==> src/rtl/vga_vram_arbiter.sv <==
// vga_vram_arbiter: shares the framebuffer RAM between the CPU bus
// and scanout, prefetching pixel words into a small FIFO for vga.
module vga_vram_arbiter #(
  parameter int H_WORDS = 50,
  parameter int V_LINES = 601,
  parameter int ADDR_W  = 15,
  parameter int DEPTH   = 4
) (
  input  logic              clk,
  input  logic              reset,
  input  logic              new_data,
  input  logic              v_sync,
  output logic [15:0]       pixel_data,
  output logic              underflow,
  input  logic              cpu_req,
  input  logic              cpu_we,
  input  logic [ADDR_W-1:0] cpu_addr,
  input  logic [15:0]       cpu_wdata,
  output logic              cpu_ack,
  output logic [15:0]       cpu_rdata,
  output logic              ram_en,
  output logic              ram_we,
  output logic [ADDR_W-1:0] ram_addr,
  output logic [15:0]       ram_wdata,
  input  logic [15:0]       ram_rdata
);

  localparam int PW = $clog2(DEPTH);
  localparam int CW = PW + 1;

  localparam logic [ADDR_W-1:0] SP_LAST =
    ADDR_W'(H_WORDS * V_LINES - 1);
  localparam logic [CW-1:0] OCC_FULL = CW'(DEPTH);
  localparam logic [CW-1:0] OCC_LOW  = CW'(2);

  localparam logic [1:0] S_IDLE = 2'd0;
  localparam logic [1:0] S_VID  = 2'd1;
  localparam logic [1:0] S_CPU  = 2'd2;
  localparam logic [1:0] S_ACK  = 2'd3;

  logic [1:0]        state;
  logic              issue;
  logic              cpu_rd;
  logic [ADDR_W-1:0] sp;
  logic [ADDR_W-1:0] sp_cur;
  logic [ADDR_W-1:0] sp_inc;
  logic [CW-1:0]     occ;
  logic [CW-1:0]     occ_nx;
  logic              inf;
  logic [PW-1:0]     rd_ptr;
  logic [PW-1:0]     wr_ptr;
  logic [15:0]       mem [DEPTH];
  logic              vs_r;
  logic              vs_rr;
  logic              resync;
  logic              push;
  logic              pop;
  logic              arb;
  logic              urgent;
  logic              room;
  logic              go_vid;
  logic              go_cpu;

  assign resync = vs_rr & ~vs_r;
  assign pop    = new_data & (occ != '0);
  assign push   = (state == S_VID) & ~issue
                & inf & ~resync;

  assign sp_cur = resync ? '0 : sp;
  assign sp_inc = (sp_cur == SP_LAST) ? '0
                : sp_cur + ADDR_W'(1);

  // FIFO occupancy after this cycle's flush, push and pop
  always_comb begin
    occ_nx = occ;
    if (resync) occ_nx = '0;
    else occ_nx = occ + CW'(push) - CW'(pop);
  end

  // arbitrate in IDLE and in the video data cycle
  assign arb    = (state == S_IDLE)
                | ((state == S_VID) & ~issue);
  assign urgent = occ_nx < OCC_LOW;
  assign room   = occ_nx < OCC_FULL;
  assign go_vid = arb & (urgent | (~cpu_req & room));
  assign go_cpu = arb & ~urgent & cpu_req;

  assign pixel_data = (occ == '0) ? '0 : mem[rd_ptr];

  // sequencer: RAM strobes, CPU completion and state
  always_ff @(posedge clk) begin
    if (!reset) begin
      state     <= S_IDLE;
      issue     <= 1'b0;
      cpu_rd    <= 1'b0;
      ram_en    <= 1'b0;
      ram_we    <= 1'b0;
      ram_addr  <= '0;
      ram_wdata <= '0;
      cpu_ack   <= 1'b0;
      cpu_rdata <= '0;
    end else begin
      ram_en  <= 1'b0;
      ram_we  <= 1'b0;
      cpu_ack <= 1'b0;
      issue   <= 1'b0;
      if (go_vid) begin
        state    <= S_VID;
        issue    <= 1'b1;
        ram_en   <= 1'b1;
        ram_addr <= sp_cur;
      end else if (go_cpu) begin
        state     <= S_CPU;
        issue     <= 1'b1;
        cpu_rd    <= ~cpu_we;
        ram_en    <= 1'b1;
        ram_we    <= cpu_we;
        ram_addr  <= cpu_addr;
        ram_wdata <= cpu_wdata;
      end else begin
        unique case (state)
          S_IDLE: state <= S_IDLE;
          S_VID: begin
            if (!issue) state <= S_IDLE;
          end
          S_CPU: begin
            if (!issue) begin
              if (cpu_rd) cpu_rdata <= ram_rdata;
              cpu_ack <= 1'b1;
              state   <= S_ACK;
            end
          end
          S_ACK: state <= S_IDLE;
        endcase
      end
    end
  end

  // scan pointer, FIFO bookkeeping, vsync edge and underflow
  always_ff @(posedge clk) begin
    if (!reset) begin
      sp        <= '0;
      occ       <= '0;
      inf       <= 1'b0;
      rd_ptr    <= '0;
      wr_ptr    <= '0;
      vs_r      <= 1'b0;
      vs_rr     <= 1'b0;
      underflow <= 1'b0;
    end else begin
      vs_r  <= v_sync;
      vs_rr <= vs_r;
      occ   <= occ_nx;
      sp    <= go_vid ? sp_inc : sp_cur;
      if (new_data && occ == '0) underflow <= 1'b1;
      if (go_vid) inf <= 1'b1;
      else if (resync || push) inf <= 1'b0;
      if (resync) begin
        rd_ptr <= '0;
        wr_ptr <= '0;
      end else begin
        if (push) wr_ptr <= wr_ptr + PW'(1);
        if (pop) rd_ptr <= rd_ptr + PW'(1);
      end
    end
  end

  // pixel word storage
  always_ff @(posedge clk) begin
    if (push) mem[wr_ptr] <= ram_rdata;
  end

endmodule

==> config.mk <==
export PLATFORM = sky130hd
export DESIGN_NAME = vga_vram_arbiter
export DESIGN_NICKNAME = d
export VERILOG_FILES = /design/src/rtl/vga_vram_arbiter.sv
export SDC_FILE = /design/constraint.sdc
export NUM_CORES = 1
export LEC_CHECK = 0
export CORE_AREA = 2 2 154 96
export CTS_CLUSTER_DIAMETER = 80
export DETAILED_ROUTE_END_ITERATION = 16
export DIE_AREA = 0 0 156 98
export MAX_ROUTING_LAYER = met4
export PLACE_DENSITY = 0.72
export SYNTH_ARGS = -nofsm -noshare
export SYNTH_HDL_FRONTEND = slang
export SYNTH_SLANG_ARGS = --single-unit
==> constraint.sdc <==
create_clock -name clk -period 3.7 [get_ports clk]
set_input_delay 0.37 -clock clk [delete_from_list [all_inputs] [get_ports clk]]
set_output_delay 0.37 -clock clk [all_outputs]
set_load 0.03 [all_outputs]
; ---- Word-level counts from Yosys, hierarchy flattened
; Memory sizes are Yosys's and may differ from the RTL's. A register that Yosys moved wholly into a read port is not among the register bits.
; Cells that the tools add are included.
[word_totals]
ff_bits = 79
latch_bits = 0
ramBits = 64
romBits = 0
inputBits = 53
output_inout_bits = 67
word_cells = 91
n_memories = 1
[mem_list]
columns = name, words, width, rd, rd_clocked_by_memory_dff, write_ports, line_no
row1 = mem, 4, 16, 1, 1, 1, 52  ; logic [15:0] mem [DEPTH];
[classes]
add_sub_neg = 5
n_mul = 0
div = 0
order_cmp = 2
eq_ne = 8
shifts = 0
muxes = 21
bitwise_logic = 21
reduce_logical = 16
[op_table]
columns = cell, n
row1 = 15-bit two-way mux, 5
row2 = 16-bit two-way mux, 1
row3 = 15-bit by 1-bit adder with 15-bit output (second input constant), 1
row4 = 15-bit == test (second input constant), 1
row5 = 2-bit two-way mux, 5
row6 = 1-bit inverter, 10
row7 = 1-bit bitwise AND, 9
row8 = 1-bit two-way mux, 8
row9 = 4-bit inequality test (second input constant), 2
row10 = 3-bit inequality test (second input constant), 2
row11 = 2-bit one-hot mux with 3 select lines, 1
row12 = 2-bit AND reduction, 3
row13 = 2-bit OR reduction, 3
row14 = 5-bit AND reduction, 1
row15 = 2-bit by 1-bit adder with 2-bit output (second input constant), 2
row16 = 2-bit == test (second input constant), 2
row17 = 2-bit nonzero test, 2
row18 = 4-bit OR reduction, 1
row19 = 3-bit by 1-bit adder with 3-bit output, 1
row20 = 3-bit logical NOT, 1
row21 = 3-bit by 2-bit < comparator with 1-bit output (second input constant), 1
row22 = 3-bit < comparator (second input constant), 1
row23 = 3-bit two-way mux, 1
row24 = 3-bit nonzero test, 1
row25 = other kinds (7), 8

; ---- Depth between registers and ports, before layout
; Gate-level depths: netlist (run 1).
[logic_depth]
depth_word = 13
depth_mapped = 17
ltp_nobuf = 13

; ---- Least setup slack after synthesis (run 1)
; No wires, ideal clock.
[synth_timing]
path_type = register to register
from = reg vs_r
to = reg sp[5]
setup_time_ns = 0.126
t_arrival_ns = 3.218
required_ns = 3.574
slack_ns = 0.356
path_stages_with_launch = 17
n_path_buf = 3
period_less_slack_ns = 3.344
path_cell_list = dfxtp_1 nand2b_1 buf_2 buf_2 nand2_1 nor2_1 inv_1 ha_1 inv_1 ha_1 fa_1 xnor3_1 a21o_2 a21o_4 buf_6 a22oi_1 o32ai_1
[synth_between]
elab_chain_len = 12
word_cells_on_any_way = 17
cone_classes = add/sub (3) / order compare (2) / eq/ne (1) / mux (4) / bitwise (7)
[synth_rtl]
columns = item, line_no
row1 = from (decl), 53  ; logic vs_r;
row2 = from (signal assigned), 151  ; vs_r <= v_sync;
row3 = 1-bit inverter (*), 64  ; assign resync = vs_rr & ~vs_r;
row4 = 1-bit bitwise AND (*), 64
row5 = 1-bit inverter, 67  ; & inf & ~resync;
row6 = 1-bit bitwise AND, 67
row7 = 3-bit by 1-bit adder with 3-bit output, 77  ; else occ_nx = occ + CW'(push) - CW'(pop);
row8 = 3-bit by 1-bit subtractor with 3-bit output, 77
row9 = 3-bit two-way mux, 76  ; if (resync) occ_nx = '0;
row10 = 3-bit < comparator, 84  ; assign room = occ_nx < OCC_FULL;
row11 = 1-bit bitwise AND, 85  ; assign go_vid = arb & (urgent | (~cpu_req & room));
row12 = 1-bit OR, 85
row13 = 1-bit bitwise AND, 85
row14 = 15-bit two-way mux (*), 154  ; sp <= go_vid ? sp_inc : sp_cur;
row15 = to (signal assigned), 154
row16 = to (decl), 44  ; logic [ADDR_W-1:0] sp;
; Every way passes the cells marked *; elsewhere a longest branch is shown, timed or not.
; A chain may end at the register's enable or synchronous reset.

; ---- Final worst setup path (run 1)
[layout_timing]
from = reg state[0]
to = reg sp[4]
[layout_between]
elab_chain_len = 12
word_cells_on_any_way = 15
cone_classes = add/sub (2) / order compare (2) / eq/ne (1) / mux (2) / bitwise (7) / reduce/logical (1)
[layout_rtl]
columns = item, line_no
row1 = from (decl), 41  ; logic [1:0] state;
row2 = from (signal assigned), 93  ; state <= S_IDLE;
row3 = from (signal assigned), 108  ; state <= S_VID;
row4 = from (signal assigned), 113  ; state <= S_CPU;
row5 = 2-bit by 1-bit == test with 1-bit output, "66, 82"
row6 = 1-bit bitwise AND, "66, 82"
row7 = 1-bit bitwise AND (2 in a row), 67
row8 = 3-bit by 1-bit adder with 3-bit output, 77
row9 = 3-bit by 1-bit subtractor with 3-bit output, 77
row10 = 3-bit two-way mux, 76
row11 = 3-bit < comparator, 84
row12 = 1-bit bitwise AND, 85
row13 = 1-bit OR, 85
row14 = 1-bit bitwise AND (*), 85
row15 = 15-bit two-way mux (*), 154
; Marked as above.

==> impl_results.md, run 1 <==
- WL final: ~14,000 um
- Pwr Density: about 790 nW/um^2
- Post-DP HPWL: approximately 9900 um
- Final core utilization: roughly 56%
- Mapped cell area: between 5000 and 6000 um^2
- Synth Register Bits: about 150
- Cells after Synth: roughly 510
- Fmax achieved: approximately 310 MHz
- Layout area overhead: 33.9%
- Fraction of layout cells with a size suffix above 1: around 11%
- Core area: between 10,000 and 15,000 um^2
- Initial DRC count: approximately 260
- Vias/cell: around 5.3
- Final hold violations: 0
- Max Slew Vio Count: 0
- Max clock buf depth: 2
- Clock power frac: between 20% and 30%
- Ant diodes: 0
- Total Power: ~6.2 mW
- R2r setup slk: around 460 ps
- Max_cap viols: 0
- Total I/O pin count: between 100 and 150
- Endpoint type of the worst setup path: register
- RR Startpoint: state[0]$_SDFFE_PN0P_
- Logic gate share of total power: between 30 and 40%
- Worst slew margin: approximately two fifths
- Port buffer count: 119
- Hold path depth: 2
- Critical path class: reg2reg
- Setup violations, final: 0
- Fin Hold WS: roughly 430 ps
- Wirelength per Cell: 17.1 um
- Root Driver: clkbuf_16
- Static leakage: ~2.7 nW
- Distinct cells, synth: 53
- Reg area: between 3000 and 4000 um^2
- Full die area: 15,300 um^2
- Seq/Total Area, Yosys: between 60% and 70%
- Row cnt: 34
- Setup ws final: 464 ps
- Die width: ~160 um
- Sequential Power Share: between 30% and 40%
- # clock sinks: around 150
- FFs w/ async S/R, synth: 0%
- Synth area leaders: edfxtp_1 33%, dfxtp_1 28%, nand2_1 7.5%
- CP Data Arrival Time: around 3600 ps
- Largest net degree at the start of global routing: 40
- Post-CTS resize count: 0
- Worst-Skew Late Latency: about 400 ps
- Yosys warnings: 0
- HP Start: ram_addr[10]$_SDFFE_PN0P_
- Area fraction of the dominant cell type after synthesis: between 30 and 40%
- Hold buffer count at cts: 0
- Filler cells: approximately 1,100
- Post-route ant nets: 0
- Syn Area/Cell: around 11 um^2
- Syn nets: 567
- H-tree lvl count: 4
- Hold endpoint: ram_addr[10]$_SDFFE_PN0P_
- Initial Util: 41.5%
- CTS clk-pin slew, worst paths: 60 ps
- Worst Path Max Fanout: 15
- Fin crit share: between 80% and 90%
- Min cycle time layout: ~3200 ps
- Residual DRC: 0
- Synth area leader: edfxtp_1
- GR Overflow Total: 0
- GRT Util Overall: around a fifth
- IR Drop Worst-Case VDD: around 320 uV
- Reg2reg path depth: 14
- RR Endpoint: sp[4]$_SDFF_PN0_
- Synth Flop Type: dfxtp_1
- GP Congestion: a little under 0.9
- CP Launch Type: register
- Worst Path Required: ~4000 ps
- Num CTS Buffers: 17
- Internal power: between 3 and 4 mW
- Switching pwr: roughly 2.3 mW
- Multi-input logic area: 2120 um^2
- Post-synth EDFFs: 64
- DIE HEIGHT: just under 100 um
- RSZ-0062 raised after global routing: no
- Slew @ Worst Pin: around 930 ps
- Status: finished clean
- Final Skew: between 10 and 15 ps
- Post-Place Setup Slack: roughly 440 ps
- Vias in the first global route: around 4,200
- TNS Setup: 0 ps
- Net Sw Frac: 37.2%
- Post-CTS Setup Inserts: 0
- Antenna violations before repair: 0
- DRT Pass-1 Iters: 5
- Final nets: between 600 and 700
- CTS tree: built
- Via count: approximately 4,300
- Hold Path Class: reg2reg
- First-pass GRT wire length: 22,400 um
==> power by group through the flow <==
stage               logic (mW)  registers [mW]  clock network (mW)
finish                    2.43            2.05                1.67
global route              2.63            2.07                1.77
CTS                       2.44            2.05                1.70
detailed placement        2.43            2.08                   0
global placement          2.39            2.07                   0
floorplan                 1.36            2.30                   0
==> cells by family after synthesis <==
group	Yosys count	synth area share, %
XOR/XNOR	10	1.75
multiplexers	17	6.38
AO/OA/AOI/OAI	83	9.40
buffers and inverters	34	2.50
AND/OR/NAND/NOR	207	16.9
adder cells (fa/ha/maj)	9	2.07
flip-flops	145	61.0
==> cells in the final DEF, fill, tap and decap left out, drive strengths merged, types with 10 or more instances in the layout <==
master	n
dfxtp	81
clkbuf	18
edfxtp	64
buf	10
a22oi	13
nor2b	20
nor2	19
nand2	116
mux4	16
a21oi	45
clkdlybuf4s50	119
inv	14
==> worst max-delay path: stages (launching register included) <==
cell and delay (ps):
dfxtp_1 370, nor2b_1 200, nand2b_1 120, nor2_1 130, buf_4 150, inv_1 50, ha_1 270, inv_1 40
ha_1 200, fa_1 380, xnor3_1 260, a21o_2 270, a21o_4 290, a211o_1 300, a21oi_1 140
==> per-layer routing <==
| layer | track usage, % | up-vias | share of wire, % |
|---|---|---|---|
| met3 | 4.62 | 4 | 6.7 |
| li1 | - | 2060 | - |
| met2 | 29.5 | 162 | 46 |
| met4 | 4.87 | 0 | 0.41 |
| met5 | - | - | 0 |
| met1 | 27.0 | 2091 | 47 |
==> synth_stat cells, types with 3 or more instances <==
library cell	n
nor3_2	3
and2_1	8
nand4_1	5
nor2_1	19
xnor2_1	5
nor3_1	6
and3_1	8
ha_1	8
clkbuf_1	15
a22oi_1	13
a21oi_1	43
inv_1	9
buf_2	8
xor2_1	4
nor2b_1	20
nand3_1	7
edfxtp_1	64
nand2_1	116
dfxtp_1	81
o22ai_1	4
mux4_2	16
nand2b_1	4
==> state kept, by name (all words and copies together) (netlist names), named ones only <==
signal	flops
mem	64
cpu_rdata	16
ram_wdata	16
ram_addr	15
sp	15
occ	3
rd_ptr	2
state	2
wr_ptr	2
cpu_ack	1
cpu_rd	1
inf	1
issue	1
ram_we	1
underflow	1
vs_r	1
vs_rr	1
==> cell type report <==
class	count	area share [%]
well taps	180	2.90
clock inverters	14	1.98
repair buffers	129	16.3
multi-input cells	326	27.3
inverters	9	0.435
flip-flops and latches	145	45.6
clock buffers	18	5.52
==> stage by stage <==
step	area [um^2]	std cells
2_1_floorplan	5810	505
3_3_place_gp	7190	789
6_report	7770	821
3_5_place_dp	7190	789
5_1_grt	7770	821
4_1_cts	7770	821
==> worst max-delay path by stage <==
stage | start | to | slack [ps] | depth (start not counted)
global placement | new_data | ram_addr[0]$_SDFFE_PN0P_ | 530 | 11
floorplan | vs_r$_SDFF_PN0_ | sp[5]$_SDFF_PN0_ | 360 | 16
CTS | state[0]$_SDFFE_PN0P_ | sp[4]$_SDFF_PN0_ | 490 | 14
finish | state[0]$_SDFFE_PN0P_ | sp[4]$_SDFF_PN0_ | 460 | 14
detailed placement | new_data | sp[10]$_SDFF_PN0_ | 440 | 11
global route | state[0]$_SDFFE_PN0P_ | ram_wdata[13]$_SDFFE_PN0P_ | 210 | 15
Power figures use the tool's default switching activity.
==> run 2, diff against run 1 <==
Settings changed: CTS_CLUSTER_DIAMETER 80 to unset.
==> results of run 2 <==
Same layout as run 1: the final DEF is identical, and so are final timing and power.
==> run 3, diff against run 2 <==
==> constraint.sdc (replaced) <==
create_clock -name clk -period 3.7 [get_ports clk]
set_input_delay 0.74 -clock clk [delete_from_list [all_inputs] [get_ports clk]]
set_output_delay 0.74 -clock clk [all_outputs]
set_load 0.03 [all_outputs]
==> impl_results.md, run 3 (synthesized netlist as in run 1, its figures left out) <==
- Max Slew Vio Count: 0 (unchanged)
- Critical path class: reg2reg
- Total Power: 6.17 mW (+0.25%)
- Setup ws final: 451 ps (-13.2 ps)
- TNS Setup: 0 ps (unchanged)
- Residual DRC: 0 (unchanged)
- Vias/cell: 5.18 (-1.6%)
- GR Overflow Total: 0 (unchanged)
- Port buffer count: 119 (unchanged)
- Via count: 4,254 (-1.5%)
- Worst Path Required: 4030 ps (about the same)
- CTS clk-pin slew, worst paths: 70 ps (about the same)
- Wirelength per Cell: 17.0 um (-0.72%)
- First-pass GRT wire length: 22,000 um (-1.8%)
- Layout area overhead: 34.2%
- Crit path from: state[0]$_SDFFE_PN0P_
- Post-route ant nets: 0 (unchanged)
- Post-CTS Setup Inserts: 0 (unchanged)
- Internal power: 3.80 mW (-1.8%)
- Largest register FFs: 64 (unchanged)
- Final Skew: 10.7 ps (-2.21 ps)
- DRT Pass-1 Iters: 5 (unchanged)
- Worst Path Max Fanout: 15 (unchanged)
- Sequential Power Share: 33.0% (-0.3 points)
- Core area: 14,000 um^2 (unchanged)
- Max_cap viols: 0 (unchanged)
- CTS tree: built
- Post-DP HPWL: 9780 um (-1.4%)
- DR WL met2: 6570 um (+1.3%)
- Final hold violations: 0 (unchanged)
- Final nets: 691 (+0.14%)
- Antenna violations before repair: 0 (unchanged)
- Pwr Density: 792 nW/um^2 (about the same)
- Worst-path cell chain: nor2b_1 > nand2b_1 > nor2_1 > buf_4 > inv_1 > ha_1 > inv_1 > ha_1 > fa_1 > xnor3_1 > a21o_2 > a21o_4 > a211o_1 > a21oi_1
- Logic gate share of total power: 40.0% (+0.5 points)
- Largest net degree at the start of global routing: 39 (-2.5%)
- Top routing layer in use: met4
- Num CTS Buffers: 17 (unchanged)
- IR Drop Worst-Case VDD: 581 uV (+82%)
- Crit path largest cell delay: 380 ps (about the same)
- Top flop regs: mem x64, cpu_rdata x16, ram_wdata x16
- Endpoint type of the worst setup path: register
- Fmax achieved: 308 MHz (-0.41%)
- Full die area: 15,300 um^2 (unchanged)
- Total I/O pin count: 120 (unchanged)
- WL final: 14,000 um (-0.60%)
- Fraction of layout cells with a size suffix above 1: 11.4% (+0.45 points)
- # clock sinks: 145 (unchanged)
- Routed length on met1: 6350 um (-3.3%)
- Routed wl met3: 922 um (-1.8%)
- H-tree lvl count: 4 (unchanged)
- Max clock buf depth: 2 (unchanged)
- DIE HEIGHT: 98 um (unchanged)
- Setup violations, final: 0 (unchanged)
- Hold buffer count at cts: 0 (unchanged)
- Min cycle time layout: 3250 ps (+13.2 ps)
- Post-CTS resize count: 0 (unchanged)
- Post-Place Setup Slack: 79.1 ps (-366 ps)
- Vias in the first global route: 4,136 (-1.5%)
- Fin crit share: 87.8% (+0.36 points)
- Hold Path Class: reg2reg
- Status: finished clean
- Commonest cells after routing, fill and taps aside: 119 x clkdlybuf4s50_1, 116 x nand2_1, 81 x dfxtp_1, 64 x edfxtp_1, 43 x a21oi_1
- Ant diodes: 0 (unchanged)
- CP Launch Type: register
- Filler cells: 1,159 (+1.0%)
- Worst slew margin: 39.1% (+0.91 points)
- RSZ-0062 raised after global routing: no
- Clock power frac: 27.0% (-0.2 points)
- RR Startpoint: state[0]$_SDFFE_PN0P_
- CP Data Arrival Time: 3580 ps (about the same)
- Static leakage: 2.72 nW (+1.1%)
- Row cnt: 34 (unchanged)
- Net Sw Frac: 38.5% (+1.3 points)
- Switching pwr: 2.37 mW (+3.6%)
- GP Congestion: 0.904 (+1.1%)
- Slew @ Worst Pin: 913 ps (-13.7 ps)
- Initial DRC count: 366 (+40%)
- GRT Util Overall: 19.3% (-0.35 points)
- Commonest non-fill, non-tap cell in the layout: clkdlybuf4s50_1
- Reg with most FFs: mem
- Root Driver: clkbuf_16
- Die width: 156 um (unchanged)
- Worst-Skew Late Latency: 420 ps (about the same)
- Final core utilization: 55.7% (+0.12 points)
- Initial Util: 41.5% (unchanged)
- CP max-delay cell: fa_1
- HP Start: ram_addr[12]$_SDFFE_PN0P_
-- run 3: final timing paths --
path                                     to  slack [ps]  cells after the start
hold reg to reg   ram_addr[12]$_SDFFE_PN0P_         440                      2
setup reg to reg           sp[4]$_SDFF_PN0_         450                     14
hold / removal    ram_addr[12]$_SDFFE_PN0P_         440                      2
setup / recovery           sp[4]$_SDFF_PN0_         450                     14
-- run 3: power groups by stage --
stage	logic [mW]	clock network (mW)	registers [mW]
5_1_grt	2.66	1.76	2.06
3_3_place_gp	2.42	0	2.06
4_1_cts	2.48	1.69	2.04
3_5_place_dp	2.46	0	2.07
2_1_floorplan	1.36	0	2.30
6_report	2.47	1.66	2.04
-- run 3: metrics by stage --
stage          instance area, um^2  hold WS [ps]  cells
6_report                      7790           438    822
5_1_grt                       7790           469    822
4_1_cts                       7790           440    822
3_5_place_dp                  7210           429    790
3_3_place_gp                  7210           428    790
2_1_floorplan                 5810           444    505
-- run 3: routing by layer --
metal / GRT usage (%) / up-vias
li1: - / 2053
met1: 26.6 / 2044
met2: 28.3 / 151
met3: 4.04 / 6
met5: - / -
met4: 6.63 / 0
-- run 3: area by class of cell --
class	instances	area, um^2	share of cell area (%)
Clock inverter	14	140	1.80
Clock buffer	18	439	5.64
Tap cell	180	225	2.89
Sequential cell	145	3540	45.5
Inverter	9	33.8	0.434
Multi-Input combinational cell	326	2120	27.2
Timing Repair Buffer	130	1290	16.5
-- run 3: critical path: cells and delay by family, from the launching register on --
kind	cells	cell delay, ps
simple gates	3	430
buf+inv	3	240
fa+ha+maj	3	820
xor+xnor	1	260
compound gates	4	1040
flops	1	370
==> patch 1: new RTL, config.mk and constraints of run 1 <==
Change the parameter `ADDR_W` from 15 to 13.
--- a/src/rtl/vga_vram_arbiter.sv
+++ b/src/rtl/vga_vram_arbiter.sv
@@ -3,7 +3,7 @@
 module vga_vram_arbiter #(
   parameter int H_WORDS = 50,
   parameter int V_LINES = 601,
-  parameter int ADDR_W  = 15,
+  parameter int ADDR_W  = 13,
   parameter int DEPTH   = 4
 ) (
   input  logic              clk,
Interface: changed (resized cpu_addr and ram_addr); port bits go from 120 to 116. The function was not compared with the original's and may differ.
==> patch 1 against run 1 <==
Largest cell class unchanged; worst setup slack got worse by 0.098 ns; design area decreased by 3.5%; die area unchanged; synthesized area decreased by 3.6%; clock power increased by 3%; via count decreased by 5.7%; critical endpoint is now ram_addr[5]$_SDFFE_PN0P_; critical path type unchanged; sequential cell count decreased by 4; wire length decreased by 3.5%; cell count decreased by 4.1%; total power decreased by 1.8%.
==> patch 1: results (changes against run 1) <==
## Finish
- 1172 — number of fillers in the final layout, +2.2%
- 16 — count of inverters not on the clock network in the layout, +7
- 16.1% — non-clock buffering overhead in the final layout, -0.15 points
- 17 — Clock buffer cells, -1
- 25.9% — multi-input gate share of the layout cell area, -1.4 points
- 1950 sq um — area of the multi-input gates, -8.3%
- 295 — total number of multi-input combinational cells, -9.5%
- 7.97% — portion of the layout cell area used by clock cells, +0.47 points
- 123 — count of plain and timing-repair buffers, -4.7%
- 10.7% — share of final-layout standard cells stronger than drive strength 1, -0.21 points
- 46.1% — register share of the cell area, +0.57 points

## Worst setup path
- simple AND/OR/NAND/NOR gates — family with the most delay on the worst path
- nor2_1 — critical path's slowest cell
- ram_addr[5]$_SDFFE_PN0P_ — end point of the critical path
- 0.59 ns — maximum cell stage delay along the critical path, +0.21 ns
- vs_r$_SDFF_PN0_ — startpoint of the worst register-to-register path
- 0.37 ns — flop2flop setup slack, -0.10 ns
- 4.06 ns — critical path data required time, +0.02 ns
- 21 — critical-path maximum fanout, +6

## Placed design
- 0.359 ns — Post-Place Setup Slack, -0.0856 ns
- 0.844 — GP Congestion, -5.6%
- 755 — DP Cell Count, -4.3%
- 115 — number of port buffers, -3.4%

## Global routing
- 27.2% — global routing met2 resource utilization, -2.3 points
- 27 — largest net degree at the start of global routing, -33%
- 26.1% — fraction of met1 tracks used by global routing, -0.89 points
- 21600 um — wire length of the first global-routing pass, -3.6%
- 4085 — number of global-route vias before repair, -2.7%
- 19.3% — GRT Total Usage, -0.35 points
- 6.04% — met3 Use GR, +1.4 points

## Yosys
- 61.9% — Seq/Total Area, Yosys, +0.85 points
- 46 — Netlist cell types, -13%
- 0% — Async SR Flop Fraction, unchanged
- 536 — Post-Syn Nets, -5.5%
- nand2_1, dfxtp_1, edfxtp_1 — Commonest cells post-synth
- edfxtp_1, dfxtp_1, mux4_2 — largest cells by area after synthesis
- 141 — Synth Register Bits, -2.8%
- 476 — Syn Inst Count, -5.7%

## Pwr
- 456 uV — worst vdd ir, +43%
- 2.61 nW — leakage, -3.0%

## STA
- 300 MHz — Peak Freq, -2.9%
- 0.0124 ns — final clock skew, -0.000546 ns
- 0.454 ns — hold slack, +0.0195 ns
- 0.912 ns — slew at the pin closest to its max-slew limit, -0.0151 ns

## Detailed routing
- 6390 um — wl on met1, -2.7%
- 13600 um — wire length reported by the detailed router, -3.5%
- 5.17 — Via-to-Cell Ratio, -1.6%
- 6 — length of the first detailed-routing pass in iterations, +1
- 5880 um — amount of wire on met2 after detailed routing, -9.3%
- 1090 um — met3 WL post-DR, +17%

## Run status
- finished clean — result of the run

## Hold path
- cpu_rdata[6]$_SDFFE_PN0P_ — hold wc startpoint
- cpu_rdata[6]$_SDFFE_PN0P_ — Hold Path End

## Clock tree
- 0 — number of gates resized after cts, unchanged

patch 1: cell types whose count changed after synthesis, moves of 4 or more:
cell	run 1	this run
and3_1	8	2
nand2_1	116	88
buf_2	8	4
dfxtp_1	81	77
inv_1	9	15
o21ai_0	2	10
a21oi_1	43	48
o22ai_1	4	0
a22oi_1	13	5
and2_1	8	12
a222oi_1	0	7
patch 1: cell families (layout without fill, tap and decap cells):
family,after synthesis,in the layout,synth area share [%]
AO/OA/AOI/OAI,79,79,8.47
multiplexers,17,17,6.62
adder cells (fa/ha/maj),9,9,2.15
AND/OR/NAND/NOR,183,183,16.0
XOR/XNOR,7,7,1.34
flip-flops,141,141,61.9
buffers and inverters,40,171,3.51
patch 1: power by group:
group          leakage, nW  switching (mW)  internal [mW]
registers             1.20           0.122           1.85
clock network        0.290           0.699           1.02
logic                 1.12            1.45          0.905
patch 1: tightest hold or removal path: stages (launching register included):
cell and delay, ns:
dfxtp_1 0.31, nand2_1 0.05, a21oi_1 0.05
==> patch 2: new RTL, settings of run 1 <==
Made on the original files. Register the output `underflow` once more, with the module's reset; this adds one clock of latency there. The other outputs are not delayed to match.
--- a/src/rtl/vga_vram_arbiter.sv
+++ b/src/rtl/vga_vram_arbiter.sv
@@ -37,6 +37,8 @@
   localparam logic [1:0] S_VID  = 2'd1;
   localparam logic [1:0] S_CPU  = 2'd2;
   localparam logic [1:0] S_ACK  = 2'd3;
+
+  logic underflow_s0;
 
   logic [1:0]        state;
   logic              issue;
@@ -146,13 +148,13 @@
       wr_ptr    <= '0;
       vs_r      <= 1'b0;
       vs_rr     <= 1'b0;
-      underflow <= 1'b0;
+      underflow_s0 <= 1'b0;
     end else begin
       vs_r  <= v_sync;
       vs_rr <= vs_r;
       occ   <= occ_nx;
       sp    <= go_vid ? sp_inc : sp_cur;
-      if (new_data && occ == '0) underflow <= 1'b1;
+      if (new_data && occ == '0) underflow_s0 <= 1'b1;
       if (go_vid) inf <= 1'b1;
       else if (resync || push) inf <= 1'b0;
       if (resync) begin
@@ -170,5 +172,13 @@
     if (push) mem[wr_ptr] <= ram_rdata;
   end
 
+  always_ff @(posedge clk) begin
+    if (!reset) begin
+      underflow <= '0;
+    end else begin
+      underflow <= underflow_s0;
+    end
+  end
+
 endmodule
 
Check against the original RTL: not equivalent (Yosys sat finds a counterexample within 4 cycles, from zero or initial values and one cycle with reset low).
==> patch 2 against run 1 <==
Global-route usage up 0.35 points; wire length barely moved; design area is 0.90% higher; synthesized area up 0.95%; worst setup slack gained 0.037 ns; hold slack improved by 0.025 ns; sequential cell count up 1; total power up 0.94%.
==> patch 2: results (changes against run 1) <==
## Global routing
- 29.1% — global routing met2 resource utilization, -0.37 points
- 5.10% — met3 Use GR, +0.49 points
- 4324 — number of global-route vias before repair, +3.0%
- 38 — largest net degree at the start of global routing, -5.0%
- 20.0% — GRT Total Usage, +0.35 points
- 27.6% — fraction of met1 tracks used by global routing, +0.66 points

## Detailed routing
- 6320 um — amount of wire on met2 after detailed routing, -2.6%
- 17.3 um — routed wirelength normalized by instance count, +1.3%
- 316 — Iteration-0 DRC Markers, +21%
- 8 — length of the first detailed-routing pass in iterations, +3
- 862 um — met3 WL post-DR, -8.2%

## Yosys
- 6.32% — share of cell area taken by muxes after synthesis, -0.060 points
- nand2_1, dfxtp_1, edfxtp_1 — Commonest cells post-synth
- 8.13% — synthesized-area fraction occupied by ao, oa, aoi and oai cells, -1.3 points
- 556 — Post-Syn Nets, -1.9%
- 2.05% — Synth Area in Adders, -0.019 points
- 55 — Netlist cell types, +3.8%
- edfxtp_1, dfxtp_1, mux4_2 — largest cells by area after synthesis

## Pwr
- 423 uV — worst vdd ir, +33%
- 2.36 mW — switching power, +3.2%
- 3.85 mW — internal power, -0.42%
- 33.0% — Seq pwr share, -0.3 points

## STA
- 0.00987 ns — final clock skew, -0.00305 ns
- 3.20 ns — Period minus WS final, -0.0373 ns
- 37.6% — worst rel slew slack, -0.63 points

## Finish
- 27.4% — multi-input gate share of the layout cell area, +0.11 points
- 131 — count of plain and timing-repair buffers, +1.6%
- 33.8% — area delta synth->final, about the same
- 17 — Clock buffer cells, -1
- 1102 — number of fillers in the final layout, -3.9%
- 311 — total number of multi-input combinational cells, -4.6%
- 45.4% — register share of the cell area, -0.15 points
- 10 — count of inverters not on the clock network in the layout, +1
- 810 — fin cells, -1.3%
- 7.48% — portion of the layout cell area used by clock cells, -0.019 points
- 12.1% — share of final-layout standard cells stronger than drive strength 1, +1.1 points

## Worst setup path
- 13 — number of cell instances on the worst register-to-register path, -1
- ram_addr[1]$_SDFFE_PN0P_ — Reg2Reg Capture Point
- 3.49 ns — arrival time of the worst setup path, -0.08 ns
- 0.50 ns — flop2flop setup slack, +0.04 ns
- 14 — critical-path maximum fanout, -1
- 0.49 ns — maximum cell stage delay along the critical path, +0.11 ns

## Run status
- finished clean — result of the run

## Clock tree
- 146 — total number of clock tree sinks, +0.69%

## Placed design
- 0.858 — GP Congestion, -4.0%
- 0.0412 ns — Post-Place Setup Slack, -0.403 ns
- 778 — DP Cell Count, -1.4%
- 7260 sq um — area after detailed placement, +0.90%

==> patch 2: changes by cell type after synthesis, moves of 4 or more <==
cell and delta:
a22oi_1 -12, nand4_1 +4, and2_1 +6, and3_1 +8, nand2_1 -33, buf_2 +4
o22ai_1 -4, a221o_1 +11
==> patch 2: how the worst min path moves through the flow <==
stage | cells after the start | slack [ns] | from | to
finish | 2 | 0.46 | underflow_s0$_SDFFE_PN0P_ | underflow_s0$_SDFFE_PN0P_
global route | 2 | 0.48 | cpu_rdata[9]$_SDFFE_PN0P_ | cpu_rdata[9]$_SDFFE_PN0P_
CTS | 2 | 0.46 | cpu_rdata[7]$_SDFFE_PN0P_ | cpu_rdata[7]$_SDFFE_PN0P_
detailed placement | 2 | 0.45 | underflow_s0$_SDFFE_PN0P_ | underflow_s0$_SDFFE_PN0P_
global placement | 2 | 0.44 | underflow_s0$_SDFFE_PN0P_ | underflow_s0$_SDFFE_PN0P_
floorplan | 1 | 0.42 | vs_r$_SDFF_PN0_ | vs_rr$_SDFF_PN0_
